[config.mk]
export PLATFORM = sky130hd
export DESIGN_NAME = leds_ctrl
export DESIGN_NICKNAME = d
export VERILOG_FILES = /design/src/rtl/leds_ctrl.sv
export SDC_FILE = /design/constraint.sdc
export NUM_CORES = 1
export LEC_CHECK = 0
export CORE_AREA = 2 2 39 41
export CTS_BUF_LIST = sky130_fd_sc_hd__clkbuf_4
export CTS_CLUSTER_SIZE = 10
export DETAILED_ROUTE_END_ITERATION = 8
export DIE_AREA = 0 0 41 43
export HOLD_SLACK_MARGIN = 0.03
export SLEW_MARGIN = 25
export SYNTH_ARGS = -nofsm -noshare
export SYNTH_HDL_FRONTEND = slang
export SYNTH_SLANG_ARGS = --single-unit
[constraint.sdc]
create_clock -name clk -period 1.28 [get_ports clk]
set_input_delay 0.128 -clock clk [delete_from_list [all_inputs] [get_ports clk]]
set_output_delay 0.128 -clock clk [all_outputs]
set_load 0.02 [all_outputs]
[src/rtl/leds_ctrl.sv]
// Two-channel pushbutton front end: 2-flop synchroniser, debounce and LED drive per button.
// Optional LEDS_TOGGLE_EN: each accepted press toggles its LED instead of mirroring the button.
module leds_ctrl #(
  parameter int DEBOUNCE_CYCLES = 2,
  parameter bit LED_INVERT      = 1'b0
) (
  input  logic       clk,
  input  logic       rst_n,
  input  logic [1:0] but,
  output logic [1:0] led
);

  localparam int CW = $clog2(DEBOUNCE_CYCLES + 1);
  localparam logic [CW-1:0] CNT_MAX = CW'(DEBOUNCE_CYCLES - 1);

  logic [1:0] lit;

  for (genvar i = 0; i < 2; i++) begin : g_chan
    logic          s1;
    logic          s2;
    logic          db;
    logic          lit_q;
    logic [CW-1:0] cnt;
    logic          db_nxt;
    logic [CW-1:0] cnt_nxt;

    always_ff @(posedge clk or negedge rst_n) begin
      if (!rst_n) begin
        s1 <= 1'b0;
        s2 <= 1'b0;
      end else begin
        s1 <= but[i];
        s2 <= s1;
      end
    end

    // A level must sit at s2 for DEBOUNCE_CYCLES consecutive cycles; any
    // return to the debounced value discards the partial count.
    always_comb begin
      db_nxt  = db;
      cnt_nxt = cnt;
      if (s2 == db) begin
        cnt_nxt = '0;
      end else if (cnt == CNT_MAX) begin
        db_nxt  = s2;
        cnt_nxt = '0;
      end else begin
        cnt_nxt = cnt + 1'b1;
      end
    end

    always_ff @(posedge clk or negedge rst_n) begin
      if (!rst_n) begin
        db  <= 1'b0;
        cnt <= '0;
      end else begin
        db  <= db_nxt;
        cnt <= cnt_nxt;
      end
    end

`ifdef LEDS_TOGGLE_EN
    logic db_q;

    // db_q lags db by one cycle, so the toggle lands one edge after db rises.
    always_ff @(posedge clk or negedge rst_n) begin
      if (!rst_n) begin
        db_q  <= 1'b0;
        lit_q <= 1'b0;
      end else begin
        db_q <= db;
        if (db && !db_q) begin
          lit_q <= ~lit_q;
        end
      end
    end
`else
    always_ff @(posedge clk or negedge rst_n) begin
      if (!rst_n) begin
        lit_q <= 1'b0;
      end else begin
        lit_q <= db;
      end
    end
`endif

    assign lit[i] = lit_q;
  end

  // Inversion is a constant XOR on the register output, so led stays glitch-free.
  assign led = lit ^ {2{LED_INVERT}};

endmodule

After elaboration in Yosys (flattened, before gate mapping)
Index checks and enable logic that the tools add are counted.
Widths: inputs -> output; s select.
{"block": "totals", "ff_bits": 12, "inputBits": 4, "out_inout_bits": 2, "wordCells": 24}
{"block": "op_classes", "addsub": 2, "n_eq_ne": 4, "n_mux": 4, "bitwise_logic": 2, "reduce_logical": 2}
{"cell": "$mux 2", "n": 4}
{"cell": "$add 2x1->2 const B", "n": 2}
{"cell": "$eq 2x1->1 const B", "n": 2}
{"cell": "$reduce_and 2->1", "n": 2}
{"cell": "$eq 1x1->1", "n": 2}
{"cell": "$not 1->1", "n": 2}

Longest topological paths before layout
{"block": "logic_depth", "depth_word": 3, "mapped_depth": 2}

Worst setup path before layout
Ideal clock, no wire load.
{"block": "synth_path", "kind": "register -> register", "startpoint": "register g_chan[0].cnt[1]", "endpoint": "register g_chan[0].db", "setup_ns": 0.125, "t_arrival_ns": 0.775, "required_time_ns": 1.155, "setup_slack_ns": 0.380, "stages_incl_launch_ff": 3, "path_buffers": 0, "period_less_slack_ns": 0.900, "path_cell_list": "dfrtp_1 > nor2b_4 > mux2_4"}
{"block": "synth_between", "elab_chain_len": 2}
{"item": "start: declaration", "line_no": "23", "rtl": "logic [CW-1:0] cnt;"}
{"item": "start signal: assignment", "line_no": "58", "rtl": "cnt <= cnt_nxt;"}
{"item": "$eq 2x1->1", "line_no": "44", "rtl": "end else if (cnt == CNT_MAX) begin"}
{"item": "$reduce_and 2->1 (no source line)"}
{"item": "end signal: assignment", "line_no": "57", "rtl": "db <= db_nxt;"}
{"item": "end: declaration", "line_no": "21", "rtl": "logic db;"}
No other way between the ends.
A chain may end at the register's enable or synchronous reset.

Final worst setup path
{"block": "layout_path", "startpoint": "register g_chan[1].lit_q", "endpoint": "output port led[1]"}
{"item": "start: declaration", "line_no": "22", "rtl": "logic lit_q;"}
{"item": "start signal: assignment", "line_no": "80", "rtl": "lit_q <= 1'b0;"}
{"item": "start signal: assignment", "line_no": "82", "rtl": "lit_q <= db;"}
{"item": "end: declaration", "line_no": "10", "rtl": "output logic [1:0] led"}
No word-level cell between the ends.

==> summary.md <==
| Metric | Value |
|---|---|
| Most common cell after layout, fill and taps aside | `dfrtp_1` |
| Initial antenna violation count | `0` |
| Worst EP required | `roughly 1200 ps` |
| DR WL/cell | `approximately 11 um` |
| Syn Area/Cell | `around 17 um^2` |
| Max-slew violation count | `0` |
| Vias in the first global route | `~220` |
| Max incr delay on CP | `between 300 and 400 ps` |
| Final HPWL DP | `423 um` |
| Area delta synth->final | `18.2%` |
| GPL Wtd Cong | `about 0.56` |
| Max VDD drop | `between 0.5 and 0.6 mV` |
| Tcrit/Tclk final | `81.9%` |
| Share of layout cells above drive strength 1 | `23.3%` |
| Die X | `about 41 um` |
| CP Buf/Inv Count | `1` |
| First-pass GRT wire length | `between 800 and 900 um` |
| Drt via density | `4.02` |
| Worst-path cell chain | `dlygate4sd2_1` |
| Net count, final | `36` |
| Slew headroom | `between 60% and 70%` |
| Worst Setup Start Kind | `flip-flop` |
| Sequential-to-total area share from yosys stat | `about 73%` |
| Peak Freq | `954 MHz` |
| Drt pass-1 iters | `1` |
| Longest Clk Path Bufs | `2` |
| Synthesized Nets | `28` |
| Min Tclk post-route | `between 1000 and 1500 ps` |
| Most frequent cells in the layout | `dfrtp_1, clkbuf_4, clkdlybuf4s50_1` |
| Starting DRT DRC Count | `0` |
| # Max-Cap Violations | `0` |
| CTS tree | `yes` |
| # clock sinks | `12` |
| Core ar. | `between 0.001 and 0.0015 mm^2` |
| Clock latency at the later pin of the worst-skew pair | `250 ps` |
| Wirelength, routed | `~500 um` |
| Rows | `14` |
| Final TNS setup | `0 ps` |
| Htree depth | `1` |
| Mapped Cells | `24` |
| Yosys warnings | `0` |
| Worst Reg2Reg Path Length in Cells | `2` |
| DIE AREA | `about 0.0018 mm^2` |
| Crit path kind | `flip-flop to output port` |
| Die H | `between 40 and 50 um` |
| CP endpoint kind | `output port` |
| Tot Pwr | `about 1.0 mW` |
| Via count | `185` |
| Clk root buf | `clkbuf_4` |
| Antenna-violating nets left | `0` |
| P_leak | `0.223 nW` |
| Antenna cell count | `0` |
| Metal-1 WL | `175 um` |
| Total grt overflow | `0` |
| Final hold vios | `0` |
| Outcome | `complete, no violations` |
| Met3 WL | `30 um` |
| Actual slew at the worst max-slew pin | `about 510 ps` |
| IO Pins | `6` |
| Uppermost routed layer | `met3` |
| Worst R2R Start | `g_chan[1].cnt[1]` |
| PortBufs | `5` |
| Syn Std Cell Area | `between 400 and 500 um^2` |
| Final setup fails | `0` |
| Drc violations | `0` |
| Clock slew at reported path FFs | `60 ps` |
| Synth Register Bits | `12` |
| Hold WC Path Type | `input pin to asynchronous set/reset pin` |
| CTS Buf Count | `3` |
| Starting Density | `approximately 30%` |
| CP delay by family, top | `flip-flops` |
| GRT Total Usage | `~8.5%` |
| Flop-to-flop setup slack | `~340 ps` |
| WL met2 | `about 300 um` |
| Critical Path Fanout Max | `1` |
| Setup bufs post-CTS | `0` |
| Largest net degree at the start of global routing | `13` |
| Critical Path Slowest Stage Cell | `dfrtp_1` |
| Reg2reg end | `g_chan[1].db` |
| Worst Clk Skew | `between 0.4 and 0.5 ps` |
| PwrDens | `around 2100 mW/mm^2` |
| RSZ-0062 raised after global routing | `false` |
| Synth unique cells | `7` |
| Crit path DAT | `between 900 and 1000 ps` |
state kept, by name, indices dropped and copies added, names as in the netlist:
signal,flops
g_chan.cnt,4
g_chan.db,2
g_chan.lit_q,2
g_chan.s1,2
g_chan.s2,2
metrics by stage:
step	util (%)	cell area, um^2	hold slack [ps]	std cells	setup slack [ps]
after floorplan	-	413	-168	24	380
after global placement	33.8	468	334	43	263
after detailed placement	33.8	468	335	43	252
after CTS	35.3	488	219	46	212
after global routing	35.3	488	234	46	185
final	35.3	488	211	46	232
worst max-delay path by stage:
stage	cells past startpoint	from	slack (ps)	endpoint
2_1_floorplan	2	g_chan[0].cnt[1]	380	g_chan[0].db
3_3_place_gp	1	g_chan[1].lit_q	260	led[1]
3_5_place_dp	1	g_chan[1].lit_q	250	led[1]
4_1_cts	1	g_chan[1].lit_q	210	led[1]
5_1_grt	1	g_chan[0].lit_q	180	led[0]
6_report	1	g_chan[1].lit_q	230	led[1]
power by group:
part | total, mW | internal [mW] | switching (mW) | leakage (nW)
Clock | 0.207 | 0.108 | 0.0986 | 0.0138
Combinational | 0.281 | 0.165 | 0.116 | 0.0625
Sequential | 0.544 | 0.480 | 0.0639 | 0.146
Total | 1.03 | 0.753 | 0.278 | 0.223
area by class of cell:
type / count / area, um^2
Fill cell: 136 / 896
Multi-Input combinational cell: 10 / 97.6
Timing Repair Buffer: 5 / 47.5
Clock buffer: 3 / 22.5
Sequential cell: 12 / 300
Tap cell: 16 / 20.0
per-layer routing:
metal,GRT usage [%],vias to the layer above
met1,8.65,93
li1,-,87
met5,0,-
met4,8.00,0
met2,12.5,5
met3,3.14,0
repair_timing:
item                       in CTS  in global routing
setup endpoints to repair       2                  0
hold buffers                    0                  0
resized for setup               2                  0
cell families (layout without fill, tap and decap cells):
family | after synthesis | in the layout | synth area share (%)
flip-flops | 12 | 12 | 72.7
AND/OR/NAND/NOR | 6 | 6 | 12.1
XOR/XNOR | 2 | 2 | 4.24
multiplexers | 2 | 2 | 7.27
buffers and inverters | 2 | 8 | 3.64
cells in the mapped netlist:
| cell | count | area (um^2) |
|---|---|---|
| nor2_1 | 2 | 7.51 |
| mux2_4 | 2 | 30.0 |
| dfrtp_1 | 12 | 300 |
| xnor2_1 | 2 | 17.5 |
| buf_4 | 2 | 15.0 |
| nor3b_1 | 2 | 15.0 |
| nor2b_4 | 2 | 27.5 |
(Power assumes the default switching activity.)
